<file path="src/rtl/dot_channel_seq_pkg.sv">
// Shared definitions for the dot channel sequencer.
// Contents:
//   state_t   - sequencer FSM states
//   DATA_LEN  - default width of a dot channel result
//   IDX_*     - field positions of {phase, cs} inside feat_addr / res_idx
//   pack_idx  - builds a {phase, cs} tag
package dot_channel_seq_pkg;

  localparam int DATA_LEN   = 16;

  localparam int IDX_CS_LSB = 0;
  localparam int IDX_CS_W   = 4;
  localparam int IDX_PH_LSB = 4;
  localparam int IDX_PH_W   = 3;
  localparam int IDX_W      = IDX_CS_W + IDX_PH_W;

  typedef enum logic [2:0] {
    ST_IDLE  = 3'd0,
    ST_FETCH = 3'd1,
    ST_RUN   = 3'd2,
    ST_EMIT  = 3'd3,
    ST_FIN   = 3'd4
  } state_t;

  function automatic logic [IDX_W-1:0] pack_idx(input logic [IDX_PH_W-1:0] phase,
                                                input logic [IDX_CS_W-1:0] cs);
    logic [IDX_W-1:0] idx;
    idx = '0;
    idx[IDX_PH_LSB +: IDX_PH_W] = phase;
    idx[IDX_CS_LSB +: IDX_CS_W] = cs;
    return idx;
  endfunction

endpackage

</file>
<file path="src/rtl/dc_seq_idx_cnt.sv">
// (phase, cs) index counter for the dot channel sequencer.
// cs is the inner index, phase the outer one.
// Ports:
//   clk, rst_n  - clock, asynchronous active-low reset
//   clr         - return both indices to 0
//   adv         - step to the next (phase, cs) pair
//   cs, phase   - current indices (registered)
//   last        - current pair is (NUM_PHASE-1, NUM_CS-1)
module dc_seq_idx_cnt
  import dot_channel_seq_pkg::*;
#(
  parameter int NUM_CS    = 12,
  parameter int NUM_PHASE = 8
) (
  input  logic                clk,
  input  logic                rst_n,
  input  logic                clr,
  input  logic                adv,
  output logic [IDX_CS_W-1:0] cs,
  output logic [IDX_PH_W-1:0] phase,
  output logic                last
);

  logic cs_wrap;

  assign cs_wrap = (cs == IDX_CS_W'(NUM_CS - 1));
  assign last    = cs_wrap && (phase == IDX_PH_W'(NUM_PHASE - 1));

  always_ff @(posedge clk or negedge rst_n) begin
    if (!rst_n) begin
      cs    <= '0;
      phase <= '0;
    end else if (clr) begin
      cs    <= '0;
      phase <= '0;
    end else if (adv) begin
      if (cs_wrap) begin
        cs    <= '0;
        phase <= phase + 1'b1;
      end else begin
        cs    <= cs + 1'b1;
      end
    end
  end

endmodule

</file>
<file path="src/rtl/dot_channel_seq.sv">
// Sequencer for one 36-lane dot channel. Each job walks every (phase, cs)
// pair, waits for the feature vector, holds the channel loads until it
// reports valid, captures the result and hands it downstream.
// Ports:
//   clk, rst_n            - clock, asynchronous active-low reset
//   start, abort          - job start pulse / synchronous cancel
//   busy, done, err       - job status (err is sticky until next start)
//   feat_addr, feat_valid - feature vector request / upstream data ready
//   ch_ws_load, ch_dc_load, ch_cs, ch_phase, ch_valid, ch_q - dot channel
//   res_valid, res_ready, res_data, res_idx - result stream
module dot_channel_seq
  import dot_channel_seq_pkg::*;
#(
  parameter int NUM_CS    = 12,
  parameter int NUM_PHASE = 8,
  parameter int TIMEOUT   = 16,
  parameter int DATA_W    = DATA_LEN
) (
  input  logic                clk,
  input  logic                rst_n,
  input  logic                start,
  input  logic                abort,
  output logic                busy,
  output logic                done,
  output logic                err,
  output logic [IDX_W-1:0]    feat_addr,
  input  logic                feat_valid,
  output logic                ch_ws_load,
  output logic                ch_dc_load,
  output logic [IDX_CS_W-1:0] ch_cs,
  output logic [IDX_PH_W-1:0] ch_phase,
  input  logic                ch_valid,
  input  logic [DATA_W-1:0]   ch_q,
  output logic                res_valid,
  input  logic                res_ready,
  output logic [DATA_W-1:0]   res_data,
  output logic [IDX_W-1:0]    res_idx
);

  state_t state, state_nxt;

  logic [7:0] tmo_cnt, tmo_nxt;
  logic       load, load_nxt;
  logic       busy_nxt, done_nxt, err_nxt, rv_nxt;
  logic       cap, clr, adv, last;

  logic [IDX_CS_W-1:0] cs;
  logic [IDX_PH_W-1:0] phase;

  dc_seq_idx_cnt #(
    .NUM_CS    (NUM_CS),
    .NUM_PHASE (NUM_PHASE)
  ) u_idx (
    .clk   (clk),
    .rst_n (rst_n),
    .clr   (clr),
    .adv   (adv),
    .cs    (cs),
    .phase (phase),
    .last  (last)
  );

  // Counters are registered, so these follow them without extra delay.
  assign ch_cs      = cs;
  assign ch_phase   = phase;
  assign feat_addr  = pack_idx(phase, cs);
  assign ch_ws_load = load;
  assign ch_dc_load = load;

  always_comb begin
    state_nxt = state;
    busy_nxt  = busy;
    done_nxt  = 1'b0;
    err_nxt   = err;
    load_nxt  = load;
    rv_nxt    = res_valid;
    tmo_nxt   = tmo_cnt;
    cap       = 1'b0;
    clr       = 1'b0;
    adv       = 1'b0;
    // Abort also masks a start arriving in the same cycle.
    if (abort) begin
      state_nxt = ST_IDLE;
      busy_nxt  = 1'b0;
      load_nxt  = 1'b0;
      rv_nxt    = 1'b0;
    end else begin
      case (state)
        ST_IDLE: begin
          if (start) begin
            clr       = 1'b1;
            err_nxt   = 1'b0;
            busy_nxt  = 1'b1;
            state_nxt = ST_FETCH;
          end
        end
        ST_FETCH: begin
          load_nxt = 1'b0;
          if (feat_valid) begin
            load_nxt  = 1'b1;
            tmo_nxt   = '0;
            state_nxt = ST_RUN;
          end
        end
        ST_RUN: begin
          load_nxt = 1'b1;
          tmo_nxt  = tmo_cnt + 8'd1;
          // ch_valid takes precedence over the timeout terminal count.
          if (ch_valid) begin
            cap       = 1'b1;
            rv_nxt    = 1'b1;
            load_nxt  = 1'b0;
            state_nxt = ST_EMIT;
          end else if (tmo_cnt == 8'(TIMEOUT - 1)) begin
            err_nxt   = 1'b1;
            load_nxt  = 1'b0;
            busy_nxt  = 1'b0;
            state_nxt = ST_IDLE;
          end
        end
        ST_EMIT: begin
          // Loads stay low here so the channel restarts its lane counter.
          load_nxt = 1'b0;
          if (res_valid && res_ready) begin
            rv_nxt = 1'b0;
            if (last) begin
              state_nxt = ST_FIN;
            end else begin
              adv       = 1'b1;
              state_nxt = ST_FETCH;
            end
          end
        end
        ST_FIN: begin
          done_nxt  = 1'b1;
          busy_nxt  = 1'b0;
          state_nxt = ST_IDLE;
        end
        default: begin
          state_nxt = ST_IDLE;
          busy_nxt  = 1'b0;
          load_nxt  = 1'b0;
          rv_nxt    = 1'b0;
        end
      endcase
    end
  end

  always_ff @(posedge clk or negedge rst_n) begin
    if (!rst_n) begin
      state     <= ST_IDLE;
      tmo_cnt   <= '0;
      load      <= 1'b0;
      busy      <= 1'b0;
      done      <= 1'b0;
      err       <= 1'b0;
      res_valid <= 1'b0;
      res_data  <= '0;
      res_idx   <= '0;
    end else begin
      state     <= state_nxt;
      tmo_cnt   <= tmo_nxt;
      load      <= load_nxt;
      busy      <= busy_nxt;
      done      <= done_nxt;
      err       <= err_nxt;
      res_valid <= rv_nxt;
      if (cap) begin
        res_data <= ch_q;
        res_idx  <= pack_idx(phase, cs);
      end
    end
  end

endmodule
</file>
<file path="config.mk">
export PLATFORM = sky130hd
export DESIGN_NAME = dot_channel_seq
export DESIGN_NICKNAME = d
export VERILOG_FILES = /design/src/rtl/dot_channel_seq_pkg.sv /design/src/rtl/dc_seq_idx_cnt.sv /design/src/rtl/dot_channel_seq.sv
export SDC_FILE = /design/constraint.sdc
export NUM_CORES = 1
export LEC_CHECK = 0
export ABC_AREA = 1
export ABC_CLOCK_PERIOD_IN_PS = 2000
export BUFFER_PORTS_ARGS = -buffer_cell sky130_fd_sc_hd__buf_2
export CORE_MARGIN = 1.5
export CORE_UTILIZATION = 32
export DETAILED_ROUTE_END_ITERATION = 7
export PLACE_DENSITY = 0.5
export SYNTH_ARGS = -nofsm -noshare
export SYNTH_HDL_FRONTEND = slang
export SYNTH_SLANG_ARGS = --single-unit
</file>
<file path="constraint.sdc">
create_clock -name clk -period 2 [get_ports clk]
set_clock_uncertainty 0.15 [all_clocks]
set_input_delay 0.3 -clock clk [delete_from_list [all_inputs] [get_ports clk]]
set_output_delay 0.3 -clock clk [all_outputs]
set_load 0.05 [all_outputs]
</file>
# --- After elaboration in Yosys (flattened, before gate mapping) ---
# Index checks and enable logic that the tools add are counted.
op_classes:
  n_addsub: 3
  eq_ne: 21
  muxes: 46
  n_bitwise: 1
  n_reduce_logical: 16
op_table:
  columns: ["operator", "count"]
  rows:
  - ["2-to-1 mux 3 bit", 10]
  - ["2-to-1 mux 1 bit", 26]
  - ["inequality test 3 bit, second input constant", 6]
  - ["case mux 8 bit (2 select lines)", 1]
  - ["2-to-1 mux 4 bit", 3]
  - ["case mux 3 bit (4 select lines)", 1]
  - ["case mux 1 bit (3 select lines)", 3]
  - ["adder 8 x 1 -> 8 bit, second input constant", 1]
  - ["equality test 8 x 4 -> 1 bit, second input constant", 1]
  - ["2-to-1 mux 8 bit", 1]
  - ["inequality test 2 bit, second input constant", 4]
  - ["AND reduction 4 bit", 2]
  - ["nonzero test 2 bit", 4]
  - ["equality test 3 x 2 -> 1 bit, second input constant", 2]
  - ["equality test 3 bit, second input constant", 2]
  - ["inequality test 2 x 1 -> 1 bit, second input constant", 3]
  - ["AND reduction 3 bit", 2]
  - ["AND reduction 5 bit", 1]
  - ["adder 4 x 1 -> 4 bit, second input constant", 1]
  - ["equality test 4 bit, second input constant", 1]
  - ["inequality test 4 bit, second input constant", 1]
  - ["OR reduction 2 bit", 2]
  - ["adder 3 x 1 -> 3 bit, second input constant", 1]
  - ["equality test 3 x 1 -> 1 bit, second input constant", 1]
  - ["other kinds (6)", 7]
word_totals:
  reg_bits: 46
  inputBits: 23

# --- Logic depth before layout (Yosys ltp) ---
# Gate-level depths: netlist (run 1).
depth:
  word_depth: 8
  depth_mapped: 9
  mapped_depth_nobuf: 9

# --- Hierarchy ---
# Synthesis (run 1) repeated with hierarchy kept, for this count alone.
unflattened:
  hier_cells: 304
  hier_area_um2: 2434.8
by_module_without_submodules:
  columns: ["module", "n_inst", "cells_per_inst", "area_per_inst_um2", "seq_area_each_um2"]
  rows:
  - ["dot_channel_seq", 1, 252, 2023.2, 975.9]
  - ["dc_seq_idx_cnt", 1, 52, 411.6, 175.2]

# --- Worst setup path before layout (run 1) ---
# OpenSTA, ideal clock, no wires.
synth_timing:
  path_kind: "flip-flop to flip-flop"
  startpoint: "reg u_idx.cs[0]"
  endpoint: "reg u_idx.cs[3]"
  setup_time_ps: 120
  t_arrival_ps: 1639
  slack_ps: 92
  stages_incl_launch_ff: 10
  path_buffers: 0
  cell_sequence: "dfrtp_1 > ha_1 > nand2_1 > nor2_4 > nand2_1 > clkinv_1 > nor2_4 > nor2_1 > nand2_1 > nand2_1"
synth_via:
  elab_chain_len: 7
  word_cells_on_any_way: 11
  cone_classes: "1 x add/sub; 1 x eq/ne; 7 x mux; 2 x reduce/logical"
synth_rtl:
  columns: ["item", "line", "source"]
  rows:
  - ["start, declared", "dc_seq_idx_cnt.sv:19", "output logic [IDX_CS_W-1:0] cs,"]
  - ["start signal, assigned", "dc_seq_idx_cnt.sv:41", "cs <= cs + 1'b1;"]
  - ["equality test 4 bit", "dc_seq_idx_cnt.sv:26", "assign cs_wrap = (cs == IDX_CS_W'(NUM_CS - 1));"]
  - ["logical AND 1 bit", "dc_seq_idx_cnt.sv:27", "assign last = cs_wrap && (phase == IDX_PH_W'(NUM_PHASE - 1));"]
  - ["2-to-1 mux 1 bit", "dot_channel_seq.sv:126", "if (last) begin"]
  - ["2-to-1 mux 1 bit", "dot_channel_seq.sv:124", "if (res_valid && res_ready) begin"]
  - ["2-to-1 mux 1 bit", "dot_channel_seq.sv:88", "case (state)"]
  - ["2-to-1 mux 1 bit", "dot_channel_seq.sv:82", "if (abort) begin"]
  - ["nonzero test 2 bit (no line)", null, null]
# Parallel ways exist; a longest one is shown, timed or not. The select of a mux whose other input is x is not followed.
# A chain may end at the register's enable or synchronous reset.

# --- Worst setup path in the final report (run 1) ---
# Same ends and word-level chain as after synthesis.

==> flow_metrics.env, run 1 <==
export IMPL_start_util_pct=33.1
export IMPL_syn_area_um2=2380
export IMPL_post_synth_top_area_cell="dfrtp_1"
export IMPL_diodes=0
export IMPL_p_leak_nw=1.60
export IMPL_grtUsageMet1_pct=18.0
export IMPL_synthAdderAreaFrac_pct=2.10
export IMPL_yosysTopAreaCellShare_pct=48.3
export IMPL_required_ns=2.05
export IMPL_grt_use_met3_pct=3.23
export IMPL_finalSetupTns_ns=0
export IMPL_pre_cts_slack_ns=0.256
export IMPL_row_count=31
export IMPL_slew_headroom_pct=75.4
export IMPL_cp_start_kind="flip-flop"
export IMPL_num_io_pins=66
export IMPL_slowest_delay_ns=0.44
export IMPL_via_per_inst=4.39
export IMPL_synth_seq_cells=46
export IMPL_hpwl_um=3840
export IMPL_hold_path_startpoint="ch_q[15]"
export IMPL_hold_class="in2reg"
export IMPL_setup_slack_ns=0.251
export IMPL_met2_usage_pct=22.4
export IMPL_holdPathEnd="res_data[15]"
export IMPL_syn_nets=326
export IMPL_finalWirelength_um=5190
export IMPL_die_w_um=89.3
export IMPL_routedWlPerCell_um=11.3
export IMPL_portBuffers=65
export IMPL_r2r_slack_ns=0.25
export IMPL_drc=0
export IMPL_status="complete, no violations"
export IMPL_ir_drop_v=0.000451
export IMPL_cts_setup_buffers=0
export IMPL_worst_path_max_delay_cell="dfrtp_1"
export IMPL_grt_most_used_layer="met2"
export IMPL_fmax_mhz=572
export IMPL_ys_warnings_count=0
export IMPL_core_area_um2=7210
export IMPL_path_class="reg2reg"
export IMPL_period_minus_slack_ns=1.75
export IMPL_min_period_over_period_pct=87.5
export IMPL_synthCells=299
export IMPL_rsz0062_at_grt="no"
export IMPL_post_cts_resize_count=0
export IMPL_cts_tree="built"
export IMPL_cpMostUsedCell="nand2_1"
export IMPL_layout_commonest_cell="nand2_1"
export IMPL_layout_common_cells="81 x nand2_1, 65 x buf_2, 46 x dfrtp_1, 44 x inv_1, 27 x nand3_1"
export IMPL_drt_iter0_markers=107
export IMPL_htreeDepth=2
export IMPL_first_global_vias=1822
export IMPL_drt_first_pass_iters=4
export IMPL_numCtsBuffers=5
export IMPL_grt_max_degree=47
export IMPL_yosys_area_share_xor_xnor_pct=1.47
export IMPL_grt_ovfl_total=0
export IMPL_postSynthAreaPerCell_um2=7.98
export IMPL_rr_startpoint="u_idx.cs[0]"
export IMPL_dieHeight_um=89.3
export IMPL_grt_usage_pct=13.8
export IMPL_synthMuxAreaShare_pct=0
export IMPL_drv_cap=0
export IMPL_root_buffer="clkbuf_8"
export IMPL_antenna_found_initial=0
export IMPL_maxSlewViolCount=0
export IMPL_synthTopCellsByArea="dfrtp_1 48%, nand2_1 13%, inv_1 6.9%"
export IMPL_r2r_cells=9
export IMPL_synth_top_family_by_area="simple AND/OR/NAND/NOR gates"
export IMPL_insertion_delay_ns=0.30
export IMPL_synth_compound_area_share_pct=9.55
export IMPL_drive_above_1_share_pct=24.4
export IMPL_vias=2016
export IMPL_r2r_end="u_idx.cs[3]"
export IMPL_gp_congestion=0.833
export IMPL_setup_violations_final=0
export IMPL_yosysSeqAreaShare_pct=48.3
export IMPL_nNetsFinal=386
export IMPL_path_cells="ha_1, nand2_1, nor2_4, nand2_1, clkinv_1, nor2_4, nor2_1, nand2_1, nand2_1"
export IMPL_area_growth_pct=19.7
export IMPL_path_clk_slew_ns=0.09
export IMPL_synth_simple_area_share_pct=25.8
export IMPL_antenna_left=0
export IMPL_cts_buffer_depth=2
export IMPL_power_density_nw_per_um2=1260
export IMPL_finalHoldViolCount=0
export IMPL_grt_pass1_wl_um=8450
export IMPL_synthDistinctLibCells=27
export IMPL_crit_path_max_fanout=8
export IMPL_fp_dieArea_um2=7980
export IMPL_holdPathStages=3
export IMPL_worst_slew_pin_slew_ns=0.367
export IMPL_clock_sinks=46
export IMPL_worst_setup_path_end_kind="flip-flop"
export IMPL_cp_data_arrival_time_ns=1.80
## worst max-delay path, delay by kind of cell (launching register included)
kind                     cells  cell delay, ns
adder cells (fa/ha/maj)      1            0.24
buffers and inverters        1            0.13
flip-flops                   1            0.44
AND/OR/NAND/NOR              7            0.68
## cells by family (layout without fill, tap and decap cells)
group	after synthesis	after routing
AO/OA/AOI/OAI	42	42
AND/OR/NAND/NOR	140	140
flip-flops	46	46
buffers and inverters	63	124
XOR/XNOR	4	4
adder cells (fa/ha/maj)	4	4
## synthesized netlist by cell type (all sizes together)
library cell,n
clkinv,1
nand4,5
dfrtp,46
nand3,29
o21ai,36
xor2,3
clkbuf,1
nand3b,1
a21oi,5
nor3b,1
nor2,20
nand2,82
ha,4
o21bai,1
nor3,2
buf,16
inv,45
xnor2,1
## sequential cells by signal, summed over array words and instances (netlist names)
| name | cells |
|---|---|
| tmo_cnt | 8 |
| busy | 1 |
| err | 1 |
| res_data | 16 |
| state | 3 |
| ch_dc_load | 1 |
| res_valid | 1 |
| u_idx.cs | 4 |
| res_idx | 7 |
| done | 1 |
| u_idx.phase | 3 |
## report_power, final
| group | leakage [nW] | internal [mW] | total [mW] | switching, mW |
|---|---|---|---|---|
| sequential | 0.613 | 1.17 | 1.31 | 0.139 |
| combinational | 0.939 | 0.409 | 1.71 | 1.30 |
| clock | 0.0441 | 0.246 | 0.574 | 0.328 |
## metal layers
layer  vias up  share of wire [%]
met3         8                4.2
met5         -                  0
met4         0                1.8
li1       1052                  -
met2        40                 45
met1       916                 49
## through the flow
stage	area (µm²)	total power, mW	instances	hold WS, ns	utilization, %
3_3_place_gp	2760	3.03	450	0.153	38.2
5_1_grt	2860	3.85	459	0.0641	39.6
6_report	2860	3.59	459	0.0663	39.6
3_5_place_dp	2760	3.04	450	0.153	38.2
4_1_cts	2860	3.64	459	0.0565	39.6
2_1_floorplan	2380	2.66	299	-0.146	-
## cell type report
type	count	area (µm²)
Fill cell	785	4360
Sequential cell	46	1150
Multi-Input combinational cell	190	927
Timing Repair Buffer	70	390
Inverter	46	173
Tap cell	99	124
Clock buffer	5	68.8
Clock inverter	3	21.3
## how the worst max path moves through the flow
stage / depth (start not counted) / end / slack [ns] / start
finish: 9 / u_idx.cs[3] / 0.25 / u_idx.cs[0]
floorplan: 9 / u_idx.cs[3] / 0.09 / u_idx.cs[0]
global placement: 9 / u_idx.cs[3] / 0.33 / u_idx.cs[0]
CTS: 9 / u_idx.cs[3] / 0.25 / u_idx.cs[0]
detailed placement: 9 / u_idx.cs[3] / 0.26 / u_idx.cs[0]
global route: 8 / u_idx.phase[2] / 0.06 / u_idx.cs[0]
## timing repair
action,CTS,global route
hold endpoints to repair,46,0
endpoints found under the setup margin,0,0
hold buffers,1,0
Power figures use the tool's default switching activity.
==> inputs of run 2 (changes only) <==
--- a/config.mk
+++ b/config.mk
@@ -7,11 +7,11 @@
 export LEC_CHECK = 0
 export ABC_AREA = 1
 export ABC_CLOCK_PERIOD_IN_PS = 2000
-export BUFFER_PORTS_ARGS = -buffer_cell sky130_fd_sc_hd__buf_2
 export CORE_MARGIN = 1.5
 export CORE_UTILIZATION = 32
 export DETAILED_ROUTE_END_ITERATION = 7
-export PLACE_DENSITY = 0.5
+export DONT_BUFFER_PORTS = 1
+export PLACE_DENSITY = 0.43
 export SYNTH_ARGS = -nofsm -noshare
 export SYNTH_HDL_FRONTEND = slang
 export SYNTH_SLANG_ARGS = --single-unit
==> run 2 against run 1 <==
Combinational power down 52%. Register-to-register slack improved by 0.09 ns. Die area did not move. Sequential share of layout area increased by 1.1 points. First-iteration DRC count is 19% lower.
==> flow_metrics.env, run 2 (synthesized netlist as in run 1, its figures left out) <==
export IMPL_path_clk_slew_ns=0.09
export IMPL_area_growth_pct=16.5
export IMPL_r2r_end="u_idx.cs[3]"
export IMPL_antenna_found_initial=0
export IMPL_clock_sinks=46
export IMPL_numCtsBuffers=5
export IMPL_cp_start_kind="flip-flop"
export IMPL_status="complete, no violations"
export IMPL_start_util_pct=33.1
export IMPL_htreeDepth=2
export IMPL_routedWlPerCell_um=12.8
export IMPL_period_minus_slack_ns=1.66
export IMPL_grt_pass1_wl_um=8590
export IMPL_crit_path_max_fanout=8
export IMPL_vias=1843
export IMPL_drv_cap=0
export IMPL_largest_registers="res_data (16), tmo_cnt (8), res_idx (7)"
export IMPL_p_leak_nw=1.41
export IMPL_fmax_mhz=602
export IMPL_grt_ovfl_total=0
export IMPL_cp_data_arrival_time_ns=1.71
export IMPL_required_ns=2.05
export IMPL_max_flop_register="res_data"
export IMPL_maxSlewViolCount=0
export IMPL_hpwl_um=3680
export IMPL_hold_class="in2reg"
export IMPL_fin_util_pct=38.5
export IMPL_pwr_share_comb_pct=23.8
export IMPL_drc=0
export IMPL_clkPwrFrac_pct=17.5
export IMPL_finalHoldViolCount=0
export IMPL_via_per_inst=4.39
export IMPL_worst_slew_pin_slew_ns=0.515
export IMPL_finalSetupTns_ns=0
export IMPL_rsz0062_at_grt="no"
export IMPL_power_switching_mw=1.74
export IMPL_r2r_cells=8
export IMPL_path_class="reg2reg"
export IMPL_sequentialPowerShare_pct=58.6
export IMPL_layout_commonest_cell="nand2_1"
export IMPL_num_io_pins=66
export IMPL_slew_headroom_pct=65.7
export IMPL_pre_cts_slack_ns=0.331
export IMPL_gp_congestion=0.773
export IMPL_r2r_slack_ns=0.34
export IMPL_antenna_left=0
export IMPL_finalWirelength_um=5360
export IMPL_rr_startpoint="u_idx.phase[0]"
export IMPL_root_buffer="clkbuf_8"
export IMPL_diodes=0
export IMPL_power_density_nw_per_um2=1240
export IMPL_setup_worst_path_start="u_idx.phase[0]"
export IMPL_min_period_over_period_pct=83.1
export IMPL_insertion_delay_ns=0.30
export IMPL_drt_first_pass_iters=4
export IMPL_swShare_pct=50.8
export IMPL_post_cts_resize_count=0
export IMPL_fp_dieArea_um2=7980
export IMPL_first_global_vias=1819
export IMPL_cts_tree="built"
export IMPL_row_count=31
export IMPL_cts_buffer_depth=2
export IMPL_portBuffers=0
export IMPL_dieHeight_um=89.3
export IMPL_p_int_mw=1.69
export IMPL_nFillCells=795
export IMPL_setup_slack_ns=0.338
export IMPL_setup_violations_final=0
export IMPL_grt_max_degree=48
export IMPL_layout_common_cells="81 x nand2_1, 46 x dfrtp_1, 44 x inv_1, 27 x nand3_1, 18 x dlygate4sd3_1"
export IMPL_endpoint="u_idx.cs[3]"
export IMPL_drive_above_1_share_pct=9.97
export IMPL_worst_setup_path_end_kind="flip-flop"
export IMPL_largest_reg_flops=16
export IMPL_core_area_um2=7210
export IMPL_nNetsFinal=347
export IMPL_ir_drop_v=0.000427
export IMPL_grt_usage_pct=14.2
export IMPL_die_w_um=89.3
export IMPL_drt_iter0_markers=87
## run 2: cell types whose count changed in the layout (fill, tap and decap cells not counted)
cell | previous run | this run
buf_2 | 65 | 0
buf_16 | 0 | 1
dlygate4sd3_1 | 1 | 18
buf_12 | 2 | 1
buf_4 | 2 | 11
inv_6 | 0 | 1
clkinv_2 | 1 | 0
## run 2: timing repair
| item | CTS | global route |
|---|---|---|
| hold buffers | 19 | 0 |
| buffers inserted | 0 | 0 |
| endpoints found under the setup margin | 0 | 0 |
| hold endpoints to repair | 64 | 0 |
## run 2: worst min path at each step
stage | end | slack (ns) | startpoint | cells after the start
after floorplan | busy | -0.15 | rst_n | 0
after global placement | tmo_cnt[6] | -0.14 | rst_n | 0
after detailed placement | res_data[4] | -0.14 | rst_n | 0
after CTS | res_valid | 0.03 | ch_valid | 2
after global routing | res_valid | 0.03 | ch_valid | 2
final | state[2] | 0.04 | abort | 3
## run 2: final cells by class
type	instances	area [µm²]	share of cell area, %
repair buffers	31	310	11.2
multi-input cells	190	927	33.4
clock inverters	3	25.0	0.900
inverters	46	173	6.21
flip-flops and latches	46	1150	41.4
well taps	99	124	4.46
clock buffers	5	68.8	2.48
## run 2: metal layers
layer	share of wire (%)	global-route usage, %	vias to the layer above
met4	1.3	4.62	0
met1	47	18.0	834
met5	0	0	-
li1	-	-	971
met3	5.3	4.34	4
met2	46	23.2	34
## run 2: power by group through the flow
stage / logic (mW) / registers [mW] / clock network (mW)
after floorplan: 0.624 / 2.04 / 0
after global placement: 0.769 / 2.04 / 0
after detailed placement: 0.772 / 2.04 / 0
after CTS: 0.831 / 2.02 / 0.637
after global routing: 0.949 / 2.06 / 0.666
final: 0.818 / 2.01 / 0.602
## run 2: per-stage QoR
step | instance area, µm² | power, mW | std cells | hold WS (ns)
final | 2780 | 3.43 | 420 | 0.0449
after global routing | 2780 | 3.67 | 420 | 0.0300
after CTS | 2780 | 3.49 | 420 | 0.0307
after detailed placement | 2480 | 2.81 | 393 | -0.143
after global placement | 2480 | 2.81 | 393 | -0.143
after floorplan | 2380 | 2.66 | 299 | -0.146
## run 2: critical path, stage by stage (launching register included)
cell,delay (ns)
dfrtp_1,0.39
ha_1,0.20
ha_1,0.17
nand2_1,0.12
clkinv_1,0.13
nor2_4,0.23
nor2_1,0.06
nand2_1,0.05
nand2_1,0.04
==> inputs of run 3 (changes only) <==
--- a/config.mk
+++ b/config.mk
@@ -5,8 +5,8 @@
 export SDC_FILE = /design/constraint.sdc
 export NUM_CORES = 1
 export LEC_CHECK = 0
-export ABC_AREA = 1
-export ABC_CLOCK_PERIOD_IN_PS = 2000
+export ABC_AREA = 0
+export ABC_CLOCK_PERIOD_IN_PS = 1700
 export CORE_MARGIN = 1.5
 export CORE_UTILIZATION = 32
 export DETAILED_ROUTE_END_ITERATION = 7
==> constraint.sdc (replaced) <==
create_clock -name clk -period 1.7 [get_ports clk]
set_clock_uncertainty 0.15 [all_clocks]
set_input_delay 0.255 -clock clk [delete_from_list [all_inputs] [get_ports clk]]
set_output_delay 0.255 -clock clk [all_outputs]
set_load 0.05 [all_outputs]
==> run 3 against run 2 <==
The run now ends with negative setup slack left. Flip-flop and latch count unchanged. Global-route usage decreased by 0.16 points. Wire length decreased by 0.99%. Total power increased by 5.5%. Setup slack got worse by 0.46 ns. Core utilization increased by 4.7 points. Clock-buffer cell count unchanged. First-iteration DRC count decreased by 11%. Synthesized cell count decreased by 35%. Critical endpoint is now u_idx.phase[2]. Highest routed layer unchanged.
==> flow_metrics.env, run 3 <==
export IMPL_finalSetupTns_ns=-0.322
export IMPL_core_area_um2=6830
export IMPL_nFillCells=656
export IMPL_finalWirelength_um=5300
export IMPL_postSynthAreaPerCell_um2=11.6
export IMPL_clkPwrFrac_pct=19.1
export IMPL_yosysSeqAreaShare_pct=50.8
export IMPL_holdPathStages=2
export IMPL_path_cells="ha_4, ha_4, nor4bb_4, nand4_1, mux2i_1, nor2_1"
export IMPL_drive_above_1_share_pct=36.0
export IMPL_ys_warnings_count=0
export IMPL_pwr_share_comb_pct=21.0
export IMPL_grt_pass1_wl_um=8240
export IMPL_max_flop_register="res_data"
export IMPL_grt_usage_pct=14.1
export IMPL_largest_registers="res_data (16), tmo_cnt (8), res_idx (7)"
export IMPL_start_util_pct=33.2
export IMPL_path_class="reg2reg"
export IMPL_crit_path_max_fanout=3
export IMPL_slew_headroom_pct=65.9
export IMPL_synthDistinctLibCells=42
export IMPL_num_io_pins=66
export IMPL_grt_use_met3_pct=3.89
export IMPL_nNetsFinal=268
export IMPL_setup_violations_final=3
export IMPL_drt_iter0_markers=77
export IMPL_path_clk_slew_ns=0.10
export IMPL_slowest_delay_ns=0.44
export IMPL_yosysMostFrequentCell="dfrtp_1"
export IMPL_via_per_inst=5.00
export IMPL_p_int_mw=2.05
export IMPL_cpMostUsedCell="ha_4"
export IMPL_row_count=30
export IMPL_numCtsBuffers=5
export IMPL_p_leak_nw=1.35
export IMPL_fmax_mhz=548
export IMPL_yosysTopAreaCellShare_pct=50.8
export IMPL_met2_usage_pct=24.2
export IMPL_min_period_over_period_pct=107
export IMPL_hold_ws_ns=0.0120
export IMPL_synth_edf_count=0
export IMPL_grt_ovfl_total=0
export IMPL_drt_first_pass_iters=5
export IMPL_cts_buffer_depth=2
export IMPL_layout_commonest_cell="dfrtp_1"
export IMPL_hpwl_um=3510
export IMPL_period_minus_slack_ns=1.82
export IMPL_vias=1689
export IMPL_netlist_top_cells_count="46 x dfrtp_1, 18 x mux2_4, 14 x nor2_1"
export IMPL_synthTopCellsByArea="dfrtp_1 51%, mux2_4 12%, buf_4 3.3%"
export IMPL_swShare_pct=43.4
export IMPL_largest_reg_flops=16
export IMPL_sequentialPowerShare_pct=59.9
export IMPL_post_synth_top_area_cell="dfrtp_1"
export IMPL_hold_class="in2reg"
export IMPL_worst_setup_path_end_kind="flip-flop"
export IMPL_routedWlPerCell_um=15.7
export IMPL_insertion_delay_ns=0.30
export IMPL_synthCells=195
export IMPL_area_growth_pct=30.4
export IMPL_cp_start_kind="flip-flop"
export IMPL_syn_nets=222
export IMPL_r2r_cells=6
export IMPL_required_ns=1.74
export IMPL_violations="negative setup slack"
export IMPL_rsz0062_at_grt="yes"
export IMPL_worst_path_max_delay_cell="dfrtp_2"
export IMPL_grt_max_degree=47
export IMPL_async_flop_share_pct=100
export IMPL_status="finished, violations left"
export IMPL_root_buffer="clkbuf_8"
export IMPL_clock_sinks=46
export IMPL_grt_most_used_layer="met2"
export IMPL_dieHeight_um=87.2
export IMPL_drv_cap=0
export IMPL_power_density_nw_per_um2=1230
export IMPL_worst_slew_pin_slew_ns=0.511
export IMPL_syn_area_um2=2270
export IMPL_diodes=0
export IMPL_htreeDepth=2
export IMPL_grtUsageMet1_pct=17.4
export IMPL_portBuffers=0
export IMPL_pre_cts_slack_ns=-0.220
export IMPL_synth_ff_type="dfrtp_1"
export IMPL_cts_tree="built"
export IMPL_finalHoldViolCount=0
export IMPL_first_global_vias=1665
export IMPL_synth_seq_cells=46
export IMPL_fp_dieArea_um2=7600
export IMPL_layout_common_cells="41 x dfrtp_1, 32 x buf_4, 20 x dlygate4sd3_1, 18 x mux2_4, 13 x nor2_1"
export IMPL_drc=0
export IMPL_cp_data_arrival_time_ns=1.86
export IMPL_antenna_left=0
export IMPL_antenna_found_initial=0
export IMPL_die_w_um=87.2
export IMPL_ir_drop_v=0.000437
export IMPL_setup_slack_ns=-0.123
export IMPL_power_switching_mw=1.57
export IMPL_maxSlewViolCount=0
export IMPL_gp_congestion=0.794
## run 3: logic make-up (layout without fill, tap and decap cells)
logic type	count (synthesis)	in the layout	share of synthesized area, %
muxes	24	24	14.8
buffers and inverters	20	67	5.69
adders and majority gates	4	4	2.21
and+or+nand+nor	60	60	14.8
xor gates and xnor gates	3	3	1.16
DFF	46	46	50.8
AOI/OAI and AO/OA	38	38	10.5
## run 3: cell type report
type / count / area (µm²) / share of cell area (%)
clock inverters: 3 / 23.8 / 0.804
repair buffers: 55 / 503 / 17.0
clock buffers: 5 / 68.8 / 2.33
flip-flops and latches: 46 / 1160 / 39.2
well taps: 96 / 120 / 4.06
inverters: 4 / 15.0 / 0.508
multi-input cells: 129 / 1070 / 36.1
## run 3: final timing paths
path / slack (ns) / to / from
hold reg to reg: 0.46 / tmo_cnt[2] / tmo_cnt[2]
max in group asynchronous: 0.84 / res_valid / rst_n
min in group asynchronous: 0.32 / res_idx[5] / rst_n
setup reg to reg: -0.12 / u_idx.phase[2] / u_idx.phase[1]
hold / removal: 0.01 / state[0] / start
setup / recovery: -0.12 / u_idx.phase[2] / u_idx.phase[1]
## run 3: stage by stage
stage / area [µm²] / power, mW / cells / util (%)
after floorplan: 2300 / 2.64 / 195 / -
after global placement: 2510 / 2.77 / 301 / 36.8
after detailed placement: 2510 / 2.79 / 301 / 36.8
after CTS: 2850 / 3.57 / 330 / 41.7
after global routing: 2960 / 3.80 / 338 / 43.3
final: 2960 / 3.62 / 338 / 43.3
## run 3: power by group through the flow
stage / clock network (mW) / registers [mW] / logic, mW
final: 0.693 / 2.17 / 0.759
after global routing: 0.766 / 2.21 / 0.827
after global placement: 0 / 2.18 / 0.588
after detailed placement: 0 / 2.18 / 0.605
after floorplan: 0 / 2.17 / 0.461
after CTS: 0.723 / 2.16 / 0.681
## run 3: routing by layer
metal | part of all wire (%) | vias to the layer above | wire (µm)
li1 | - | 786 | -
met1 | 44 | 845 | 2330
met2 | 50 | 53 | 2650
met3 | 5.3 | 5 | 283
met4 | 0.81 | 0 | 43
met5 | 0 | - | 0
## run 3: worst max-delay path, delay by kind of cell, from the launching register on
family,cells,cell delay (ns)
DFF,1,0.44
and+or+nand+nor,3,0.57
muxes,1,0.22
adders and majority gates,2,0.33
## run 3: timing repair
action,in CTS,in global routing
gates resized for setup,4,12
pin swaps,3,5
hold buffers,21,0
setup buffers,0,8
setup endpoints to repair,8,15
endpoints found under the hold margin,68,0
